## src/rtl/vid_pkg.sv

```systemverilog
// Shared video constants and types: fvht bit positions, blank levels and the
// 75% colour-bar table used by vid_pattern_gen.
package vid_pkg;

  localparam int F_BIT = 3;
  localparam int V_BIT = 2;
  localparam int H_BIT = 1;
  localparam int T_BIT = 0;

  localparam logic [9:0] Y_BLANK    = 10'h040;
  localparam logic [9:0] C_BLANK    = 10'h200;
  localparam logic [9:0] Y_RAMP_MAX = 10'd939;
  localparam int         RAMP_SPAN  = 876;

  typedef struct packed {
    logic [9:0] y;
    logic [9:0] cb;
    logic [9:0] cr;
  } ycbcr_t;

  // Left-to-right bar order: white, yellow, cyan, green, magenta, red, blue, black
  localparam ycbcr_t BAR_LUT [8] = '{
    '{10'd721, 10'd512, 10'd512},
    '{10'd674, 10'd176, 10'd543},
    '{10'd581, 10'd589, 10'd176},
    '{10'd534, 10'd253, 10'd207},
    '{10'd251, 10'd771, 10'd817},
    '{10'd204, 10'd435, 10'd848},
    '{10'd111, 10'd848, 10'd481},
    '{10'd64,  10'd512, 10'd512}
  };

endpackage

```

## src/rtl/vid_timing_cnt.sv

```systemverilog
// Raster position counters with the run_i freeze at frame start, the completed
// frame count, and the raw {F,V,H,T} flags for the current position.
module vid_timing_cnt
  import vid_pkg::*;
#(
  parameter int H_ACTIVE = 1920,
  parameter int H_TOTAL  = 2200,
  parameter int V_ACTIVE = 1080,
  parameter int V_TOTAL  = 1125,
  parameter int HW       = $clog2(H_TOTAL),
  parameter int VW       = $clog2(V_TOTAL)
) (
  input  logic          clk_i,
  input  logic          rst_n_i,
  input  logic          cen_i,
  input  logic          run_i,
  output logic [HW-1:0] h_cnt,
  output logic          frame_start,
  output logic          step,
  output logic [3:0]    fvht_raw,
  output logic [7:0]    frame_cnt
);

  localparam logic [HW-1:0] H_LAST = HW'(H_TOTAL - 1);
  localparam logic [HW-1:0] H_ACT  = HW'(H_ACTIVE);
  localparam logic [VW-1:0] V_LAST = VW'(V_TOTAL - 1);
  localparam logic [VW-1:0] V_ACT  = VW'(V_ACTIVE);

  logic [VW-1:0] v_cnt;

  assign frame_start = (h_cnt == '0) && (v_cnt == '0);
  // Freezing only at frame start lets a frame already under way run to completion.
  assign step = cen_i && (run_i || !frame_start);

  always_ff @(posedge clk_i or negedge rst_n_i) begin
    if (!rst_n_i) begin
      h_cnt     <= '0;
      v_cnt     <= '0;
      frame_cnt <= '0;
    end else if (step) begin
      if (h_cnt == H_LAST) begin
        h_cnt <= '0;
        if (v_cnt == V_LAST) begin
          v_cnt     <= '0;
          frame_cnt <= frame_cnt + 8'd1;
        end else begin
          v_cnt <= v_cnt + 1'b1;
        end
      end else begin
        h_cnt <= h_cnt + 1'b1;
      end
    end
  end

  always_comb begin
    fvht_raw        = '0;
    fvht_raw[V_BIT] = (v_cnt >= V_ACT);
    fvht_raw[H_BIT] = (h_cnt >= H_ACT);
    fvht_raw[T_BIT] = frame_start;
  end

endmodule

```

## src/rtl/vid_pattern_gen.sv

```systemverilog
// 1080p raster source with 10-bit 4:2:2 colour bars; defining VID_PATGEN_RAMP_EN
// adds a luma ramp selected per frame by pat_sel_i. All outputs share one register stage.
module vid_pattern_gen
  import vid_pkg::*;
#(
  parameter int H_ACTIVE = 1920,
  parameter int H_TOTAL  = 2200,
  parameter int V_ACTIVE = 1080,
  parameter int V_TOTAL  = 1125
) (
  input  logic        clk_i,
  input  logic        rst_n_i,
  input  logic        cen_i,
  input  logic        run_i,
  input  logic        pat_sel_i,
  output logic [3:0]  fvht_o,
  output logic [19:0] video_o,
  output logic [7:0]  frame_cnt_o
);

  localparam int HW    = $clog2(H_TOTAL);
  localparam int BAR_W = H_ACTIVE / 8;
  localparam int BW    = $clog2(BAR_W);
  localparam logic [HW-1:0] H_LAST   = HW'(H_TOTAL - 1);
  localparam logic [BW-1:0] BAR_LAST = BW'(BAR_W - 1);

  logic [HW-1:0] h_cnt;
  logic          frame_start;
  logic          step;
  logic          line_end;
  logic [3:0]    fvht_raw;
  logic [7:0]    frame_cnt;
  logic [BW-1:0] bar_pos;
  logic [2:0]    bar_idx;
  ycbcr_t        bar_pix;
  logic [9:0]    luma;
  logic [9:0]    chroma;

  vid_timing_cnt #(
    .H_ACTIVE (H_ACTIVE),
    .H_TOTAL  (H_TOTAL),
    .V_ACTIVE (V_ACTIVE),
    .V_TOTAL  (V_TOTAL),
    .HW       (HW)
  ) u_timing (
    .clk_i       (clk_i),
    .rst_n_i     (rst_n_i),
    .cen_i       (cen_i),
    .run_i       (run_i),
    .h_cnt       (h_cnt),
    .frame_start (frame_start),
    .step        (step),
    .fvht_raw    (fvht_raw),
    .frame_cnt   (frame_cnt)
  );

  assign line_end = (h_cnt == H_LAST);

  // Bar index follows h_cnt via a per-bar sample counter; it parks on the last bar through blanking.
  always_ff @(posedge clk_i or negedge rst_n_i) begin
    if (!rst_n_i) begin
      bar_pos <= '0;
      bar_idx <= '0;
    end else if (step) begin
      if (line_end) begin
        bar_pos <= '0;
        bar_idx <= '0;
      end else if (bar_pos == BAR_LAST) begin
        bar_pos <= '0;
        if (bar_idx != 3'd7) bar_idx <= bar_idx + 3'd1;
      end else begin
        bar_pos <= bar_pos + 1'b1;
      end
    end
  end

`ifdef VID_PATGEN_RAMP_EN
  localparam int AW = $clog2(H_ACTIVE + RAMP_SPAN);
  localparam logic [AW-1:0] ACC_STEP = AW'(RAMP_SPAN);
  localparam logic [AW-1:0] ACC_WRAP = AW'(H_ACTIVE);

  logic [AW-1:0] ramp_acc;
  logic [AW-1:0] acc_sum;
  logic [9:0]    ramp_y;
  logic          sel_q;
  logic          sel_eff;

  assign acc_sum = ramp_acc + ACC_STEP;
  assign sel_eff = frame_start ? pat_sel_i : sel_q;

  // ramp_acc is the remainder of h_cnt*RAMP_SPAN/H_ACTIVE; each wrap bumps luma by one code.
  always_ff @(posedge clk_i or negedge rst_n_i) begin
    if (!rst_n_i) begin
      ramp_acc <= '0;
      ramp_y   <= Y_BLANK;
      sel_q    <= 1'b0;
    end else if (cen_i) begin
      if (frame_start) sel_q <= pat_sel_i;
      if (step) begin
        if (line_end) begin
          ramp_acc <= '0;
          ramp_y   <= Y_BLANK;
        end else if (acc_sum >= ACC_WRAP) begin
          ramp_acc <= acc_sum - ACC_WRAP;
          if (ramp_y != Y_RAMP_MAX) ramp_y <= ramp_y + 10'd1;
        end else begin
          ramp_acc <= acc_sum;
        end
      end
    end
  end
`else
  logic unused_pat_sel;
  assign unused_pat_sel = pat_sel_i;
`endif

  assign bar_pix = BAR_LUT[bar_idx];

  always_comb begin
    luma   = bar_pix.y;
    chroma = h_cnt[0] ? bar_pix.cr : bar_pix.cb;
`ifdef VID_PATGEN_RAMP_EN
    if (sel_eff) begin
      luma   = ramp_y;
      chroma = C_BLANK;
    end
`endif
    if (fvht_raw[H_BIT] || fvht_raw[V_BIT]) begin
      luma   = Y_BLANK;
      chroma = C_BLANK;
    end
  end

  always_ff @(posedge clk_i or negedge rst_n_i) begin
    if (!rst_n_i) begin
      fvht_o      <= '0;
      video_o     <= {Y_BLANK, C_BLANK};
      frame_cnt_o <= '0;
    end else if (cen_i) begin
      fvht_o      <= fvht_raw;
      video_o     <= {luma, chroma};
      frame_cnt_o <= frame_cnt;
    end
  end

endmodule

```

## config.mk

```make
export PLATFORM = sky130hd
export DESIGN_NAME = vid_pattern_gen
export DESIGN_NICKNAME = d
export VERILOG_FILES = /design/src/rtl/vid_pkg.sv /design/src/rtl/vid_timing_cnt.sv /design/src/rtl/vid_pattern_gen.sv
export SDC_FILE = /design/constraint.sdc
export NUM_CORES = 1
export LEC_CHECK = 0
export ABC_AREA = 1
export ABC_CLOCK_PERIOD_IN_PS = 2000
export BUFFER_PORTS_ARGS = -buffer_cell sky130_fd_sc_hd__buf_4
export CORE_MARGIN = 1
export CORE_UTILIZATION = 60
export CTS_BUF_LIST = sky130_fd_sc_hd__clkbuf_4 sky130_fd_sc_hd__clkbuf_8
export DETAILED_ROUTE_END_ITERATION = 8
export PLACE_DENSITY_LB_ADDON = 0.15
export RECOVER_POWER = 25
export SYNTH_ARGS = -nofsm -noshare
export SYNTH_HDL_FRONTEND = slang
export SYNTH_SLANG_ARGS = --single-unit
```

## constraint.sdc

```tcl
create_clock -name clk_i -period 2 [get_ports clk_i]
set_clock_uncertainty 0.1 [all_clocks]
set_input_delay 0.1 -clock clk_i [delete_from_list [all_inputs] [get_ports clk_i]]
set_output_delay 0.1 -clock clk_i [all_outputs]
set_load 0.02 [all_outputs]
```

==> results of run 1 <==
-- repair_timing --
item	in CTS	in global routing
hold buffers	2	0
gates resized for setup	0	9
endpoints found under the setup margin	0	35
setup buffers	0	2
endpoints found under the hold margin	72	0
-- report_power, final --
group          internal, mW  leakage [nW]  switching [mW]
sequential             1.58         0.913           0.200
clock                 0.591         0.100           0.605
combinational         0.308          1.42           0.493
-- state kept, by name (all words and copies together) (netlist names) --
signal,cells
video_o,17
u_timing.h_cnt,12
u_timing.v_cnt,11
bar_pos,8
frame_cnt_o,8
u_timing.frame_cnt,8
bar_idx,3
fvht_o,3
-- per-stage QoR --
stage               hold WS, ns  cell area, um^2  setup WS (ns)  instances
global placement       -0.03746             4584         0.1586        658
detailed placement     -0.03425             4584         0.1285        658
CTS                      0.1250             4810        0.08776        676
floorplan               -0.2956             4179         0.2653        546
finish                   0.2085             4855         0.1475        679
global route             0.2378             4855       0.005299        679
-- layer usage --
metal | track usage | vias up
met3 | 0.05545 | 23
met4 | 0.1182 | 0
met5 | 0 | -
met1 | 0.3759 | 1727
met2 | 0.4444 | 121
li1 | - | 1857
-- path summary, 6_finish.rpt --
check / slack (ns) / cells past startpoint / start / end
worst max-delay path: 0.15 / 6 / u_timing.h_cnt[8] / u_timing.frame_cnt[2]
worst min-delay path: 0.21 / 7 / run_i / u_timing.frame_cnt[3]
worst max register to register: 0.15 / 6 / u_timing.h_cnt[8] / u_timing.frame_cnt[2]
worst min register to register: 0.38 / 2 / frame_cnt_o[4] / frame_cnt_o[4]
max in group asynchronous: 0.46 / 3 / rst_n_i / video_o[16]
min in group asynchronous: 0.24 / 2 / rst_n_i / u_timing.v_cnt[5]
-- worst max-delay path: stages (launching register included) --
cell	delay, ns
sky130_fd_sc_hd__dfrtp_1	0.41
sky130_fd_sc_hd__nor2_1	0.25
sky130_fd_sc_hd__nand3_1	0.23
sky130_fd_sc_hd__nor2_8	0.24
sky130_fd_sc_hd__nand4_1	0.28
sky130_fd_sc_hd__nand2_1	0.15
sky130_fd_sc_hd__nand2_1	0.07
-- cell families after synthesis --
logic type / after synthesis
AND/OR/NAND/NOR: 291
buffers and inverters: 80
AO/OA/AOI/OAI: 71
flip-flops: 70
adder cells (fa/ha/maj): 18
XOR/XNOR: 14
other: 1
-- layout by cell type (no fill, tap or decap), drive strengths merged, types with 5 or more instances in the layout --
cell type / n
nand2: 162
dfrtp: 68
inv: 62
o21ai: 55
nor2: 54
buf: 52
nand3: 28
nand4: 24
ha: 18
nor3: 13
xor2: 12
clkbuf: 11
o31ai: 6
nand3b: 6
a21oi: 5
-- final cells by class --
| cell class | count | area, um^2 |
|---|---|---|
| Tap cell | 80 | 100.1 |
| Fill cell | 542 | 1902 |
| Multi-Input combinational cell | 397 | 2120 |
| Timing Repair Buffer | 56 | 447.9 |
| Clock buffer | 9 | 123.9 |
| Inverter | 60 | 227.7 |
| Clock inverter | 7 | 81.33 |
| Sequential cell | 70 | 1754 |
==> key figures, run 1 <==
Routing
  – Violation count after the first detailed-route iteration: 177
  – Detailed-route via count: 3728
  – Metal1 wirelength: 4234 um
  – DRC Markers: 0
  – Top routing layer in use: met4
  – Number of vias per cell after detailed routing: 5.490
  – Routed wire length per instance: 14.15 um
  – Routed length on met3: 532 um
  – DRT Wirelength: 9609 um
  – DRT Pass-1 Iters: 5
  – ANT nets after route: 0
  – Routed met2 length: 4610 um

Clock network
  – Htree depth: 3
  – Worst skew pair latency: 0.35 ns
  – Cell chosen for the clock root: sky130_fd_sc_hd__clkbuf_8
  – Inserted Clock Buffers: 9
  – Maximum clock path buffer count: 2
  – Clock tree from TritonCTS: done
  – Number of sinks driven by the clock tree: 70
  – Clock-pin slew on the worst setup and hold paths: 0.08 ns

Synth
  – Synthesis-stage register bit count: 70
  – Dominant cell by count in the synthesized netlist: sky130_fd_sc_hd__nand2_1
  – Xor-xnor portion of the synthesized cell area: 0.02937
  – Commonest cells in the synthesized netlist: sky130_fd_sc_hd__nand2_1, sky130_fd_sc_hd__dfrtp_1, sky130_fd_sc_hd__inv_1
  – Leading post-synthesis cells by cell area: sky130_fd_sc_hd__dfrtp_1, sky130_fd_sc_hd__nand2_1, sky130_fd_sc_hd__ha_1
  – Synthesis warning total: 0
  – Syn Area/Cell: 7.661 um^2
  – Largest area contributor in the netlist: sky130_fd_sc_hd__dfrtp_1
  – Syn Inst Count: 545
  – Simple-gate portion of the synthesized area: 0.3168
  – Compound-gate portion of the synthesized area: 0.09500
  – Proportion of synthesized flip-flops having asynchronous set or reset: 1.000
  – Main combinational cell family by area after synthesis: simple AND/OR/NAND/NOR gates
  – Combined area of all synthesized cells: 0.004175 mm^2
  – Main flop type after synthesis: sky130_fd_sc_hd__dfrtp_1
  – Fraction of the yosys area taken by sequential cells: 0.4201
  – Count of flip-flops with a built-in enable after synthesis: 0
  – Fraction of synthesized area in multiplexers: 0
  – Share of synthesized cell area in full adder, half adder and majority cells: 0.05394
  – Top-area cell type share of the netlist area: 0.4076
  – Distinct cell type count of the synthesized netlist: 37

Timing
  – Pin slew with the least headroom to its limit: 0.7603 ns
  – Setup TNS: 0 ns
  – Final hold viol count: 0
  – Number of endpoints failing setup at the final stage: 0
  – Setup repair after global routing missed its margin: no
  – Shortest period the worst path allows: 1.853 ns
  – Worst slew margin relative to its limit: 0.4932
  – Final count of pins violating max slew: 0
  – Highest attainable clock frequency: 539.8 MHz
  – Final cycle utilization of the critical path: 0.9263

GRT
  – Antenna violations before repair: 0
  – Largest net degree at the start of global routing: 42
  – Number of global-route vias before repair: 3502
  – Total gr overflow: 0
  – Wire length of the first global-routing pass: 16180 um
  – Total track usage: 0.2801

Critical path
  – Largest fanout of any net on the critical path: 8
  – Required time worst endpoint: 2.14 ns
  – Startpoint kind of the worst setup timing path: flop
  – Crit path DAT: 1.99 ns
  – Type of the setup path with the least slack: reg2reg
  – Endpoint type of the worst setup path: flop

Floorplanning
  – Vertical die dimension: 85.42 um
  – Die width: 85.42 um
  – Effective utilization at floorplan: 0.6180
  – Placeable Area: 0.006756 mm^2
  – Total Die Area: 0.007297 mm^2
  – Number of standard-cell rows in the floorplan: 30
  – Number of I/O pins: 37

Placement
  – Final weighted congestion of routability-driven global placement: 0.9650
  – Number of input and output port buffers inserted: 33
  – Final HPWL DP: 6728 um

Power and ir drop
  – Peak VDD IR: 0.5390 mV
  – Leakage power: 2.436 nW
  – Total chip power: 3.772 mW
  – Cell area power density: 776.9 mW/mm^2

Run
  – Max-capacitance violation count: 0

Worst hold path
  – Type of the most critical hold path: in2reg

Outcome
  – Outcome: complete, no violations

Finish
  – Nets: 617
  – Share of layout cells above drive strength 1: 0.1970
  – Post-route core utilization: 0.7185
  – Diode count: 0
  – Area overhead of the layout relative to synthesis: 16.27%
Note: power is estimated with default switching activity, not from simulation.
==> run 2: changes to the inputs <==
Settings changed: ABC_AREA 1 to 0.
==> key figures, run 2 <==
Outcome
  – Outcome: finished with violations
  – Violated checks: negative setup slack

Finish
  – Summed area of non-filler cells in the final layout: 0.005167 mm^2
  – Share of layout cells above drive strength 1: 0.4277
  – Area overhead of the layout relative to synthesis: 39.76%
  – Nets: 488
  – Diode count: 0
  – Final-layout fill cell count: 267
  – Top Registers: video_o: 17 flops, u_timing.h_cnt: 12 flops, u_timing.v_cnt: 11 flops
  – Commonest cells after routing, fill and taps aside: sky130_fd_sc_hd__buf_4, sky130_fd_sc_hd__dfrtp_1, sky130_fd_sc_hd__nand2_1
  – Sequential cell area: 0.001754 mm^2
  – Biggest register: video_o
  – Largest register FFs: 17
  – Most common cell after layout, fill and taps aside: sky130_fd_sc_hd__buf_4
  – Area occupied by multi-input gates: 0.002230 mm^2

Clock network
  – Inserted Clock Buffers: 9
  – Clock tree from TritonCTS: done
  – Number of sinks driven by the clock tree: 70
  – Cell chosen for the clock root: sky130_fd_sc_hd__clkbuf_8
  – Clock-pin slew on the worst setup and hold paths: 0.09 ns
  – Worst skew pair latency: 0.37 ns
  – Maximum clock path buffer count: 2
  – Htree depth: 3

GRT
  – Number of global-route vias before repair: 3060
  – Total gr overflow: 0
  – Antenna violations before repair: 0
  – Largest net degree at the start of global routing: 38
  – Total track usage: 0.3029
  – Wire length of the first global-routing pass: 14750 um

Timing
  – Highest attainable clock frequency: 417.3 MHz
  – Worst slew margin relative to its limit: 0.3532
  – Shortest period the worst path allows: 2.396 ns
  – Setup repair after global routing missed its margin: yes
  – Pin slew with the least headroom to its limit: 0.9702 ns
  – Fin worst setup slack: -0.3963 ns
  – Final count of pins violating max slew: 0
  – Worst hold slack across all endpoints: 0.005038 ns
  – Number of endpoints failing setup at the final stage: 60
  – Final hold viol count: 0
  – Setup TNS: -12.90 ns
  – Final cycle utilization of the critical path: 1.198

Synth
  – Commonest cells in the synthesized netlist: sky130_fd_sc_hd__dfrtp_1, sky130_fd_sc_hd__o21ai_0, sky130_fd_sc_hd__nand2_1
  – Proportion of synthesized flip-flops having asynchronous set or reset: 1.000
  – Largest area contributor in the netlist: sky130_fd_sc_hd__dfrtp_1
  – Main flop type after synthesis: sky130_fd_sc_hd__dfrtp_1
  – Fraction of the yosys area taken by sequential cells: 0.4745
  – Combined area of all synthesized cells: 0.003697 mm^2
  – Syn Area/Cell: 9.833 um^2
  – Leading post-synthesis cells by cell area: sky130_fd_sc_hd__dfrtp_1, sky130_fd_sc_hd__ha_1, sky130_fd_sc_hd__o21ai_0
  – Count of flip-flops with a built-in enable after synthesis: 0
  – Dominant cell by count in the synthesized netlist: sky130_fd_sc_hd__dfrtp_1
  – Distinct cell type count of the synthesized netlist: 51
  – Top-area cell type share of the netlist area: 0.4602
  – Synthesis warning total: 0
  – Syn Inst Count: 376
  – Synthesis-stage register bit count: 70

Critical path
  – Startpoint kind of the worst setup timing path: flop
  – Crit path DAT: 2.60 ns
  – Type of the setup path with the least slack: reg2reg
  – Endpoint type of the worst setup path: flop
  – Required time worst endpoint: 2.20 ns
  – Largest fanout of any net on the critical path: 4

Run
  – Max-capacitance violation count: 0

Routing
  – Violation count after the first detailed-route iteration: 275
  – DRT Pass-1 Iters: 7
  – Detailed-route via count: 3507
  – DRC Markers: 0
  – Routed wire length per instance: 21.83 um
  – ANT nets after route: 0
  – Number of vias per cell after detailed routing: 6.435
  – DRT Wirelength: 11900 um

Placement
  – Number of input and output port buffers inserted: 33
  – Post-place instance area: 0.004359 mm^2
  – Final weighted congestion of routability-driven global placement: 0.8336
  – Post-place setup slack: -0.3238 ns
  – Final HPWL DP: 5797 um

Power and ir drop
  – Reported net switching power: 1.170 mW
  – Power share of the sequential group: 0.489
  – Peak VDD IR: 0.6203 mV
  – Cell area power density: 668.9 mW/mm^2
  – Fraction of power spent switching nets: 0.3383
  – Power share of the combinational group: 0.198
  – Cell Int Power: 2.287 mW
  – Total chip power: 3.457 mW
  – Clock network fraction of total power: 0.314
  – Leakage power: 2.431 nW

Floorplanning
  – Vertical die dimension: 80.50 um
  – Total Die Area: 0.006480 mm^2
  – Placeable Area: 0.005921 mm^2
  – Number of I/O pins: 37
  – Die width: 80.50 um
  – Number of standard-cell rows in the floorplan: 28
  – Effective utilization at floorplan: 0.6245

Worst hold path
  – Type of the most critical hold path: in2reg
==> run 2: changes by cell type after synthesis, sizes merged, moves of 6 or more <==
cell   change
nor2b      +7
mux2      +16
o21ai     -11
nand4     -12
nand2    -127
inv       -36
xor2       -6
nor2      -29
nand3      -9
==> run 2: area by class of cell <==
class	instances	share of cell area
Sequential cell	70	0.3395
Inverter	24	0.01743
Tap cell	75	0.01816
Multi-Input combinational cell	265	0.4315
Clock buffer	9	0.02397
Timing Repair Buffer	95	0.1598
Clock inverter	7	0.009685
==> run 2: power groups by stage <==
stage,Clock (mW),Sequential (mW),Combinational [mW]
6_report,1.08,1.69,0.683
5_1_grt,1.13,1.70,0.731
3_3_place_gp,0,1.69,0.561
2_1_floorplan,0,1.72,0.301
3_5_place_dp,0,1.69,0.588
4_1_cts,1.02,1.67,0.596
==> run 2: worst paths after layout <==
check,from,endpoint,slack (ns),cells past startpoint
worst min register to register,u_timing.frame_cnt[7],u_timing.frame_cnt[7],0.39,1
min in group asynchronous,rst_n_i,video_o[1],0.36,2
worst min-delay path,cen_i,fvht_o[2],0.005,2
max in group asynchronous,rst_n_i,u_timing.h_cnt[3],0.70,3
worst max register to register,u_timing.v_cnt[9],bar_pos[5],-0.40,7
worst max-delay path,u_timing.v_cnt[9],bar_pos[5],-0.40,7
==> run 2: what timing repair did <==
action	4_1_cts	5_1_grt
endpoints found under the setup margin	56	58
pin swaps	6	27
hold buffers	1	0
gates cloned	2	2
gates resized for setup	45	79
hold endpoints to repair	58	0
setup buffers	6	7
==> run 2: cell families after synthesis <==
| kind of cell | share of synthesized area |
|---|---|
| simple gates | 0.1997 |
| other cells | 0.001014 |
| mux | 0.05685 |
| xor+xnor | 0.02606 |
| flops | 0.4744 |
| fa+ha+maj | 0.06091 |
| buf+inv | 0.05381 |
| compound gates | 0.1272 |
==> run 2: layer usage <==
metal	global-route usage	share of wire	routed length [um]
met5	0	0	0
met1	0.3900	0.38	4475
met2	0.5178	0.50	5912
met3	0.03864	0.078	926
met4	0.1143	0.049	584
==> run 2: worst max-delay path: stages (launching register included) <==
cell                      delay [ns]
sky130_fd_sc_hd__dfrtp_1        0.40
sky130_fd_sc_hd__or4_4          0.54
sky130_fd_sc_hd__or4_4          0.58
sky130_fd_sc_hd__o21ai_4        0.23
sky130_fd_sc_hd__buf_6          0.16
sky130_fd_sc_hd__buf_6          0.10
sky130_fd_sc_hd__a21o_1         0.09
sky130_fd_sc_hd__a22o_1         0.14
==> run 2: through the flow <==
stage,cells,util
after CTS,537,0.8052
after global routing,545,0.8728
final,545,0.8728
after floorplan,377,-
after detailed placement,512,0.7363
after global placement,512,0.7363
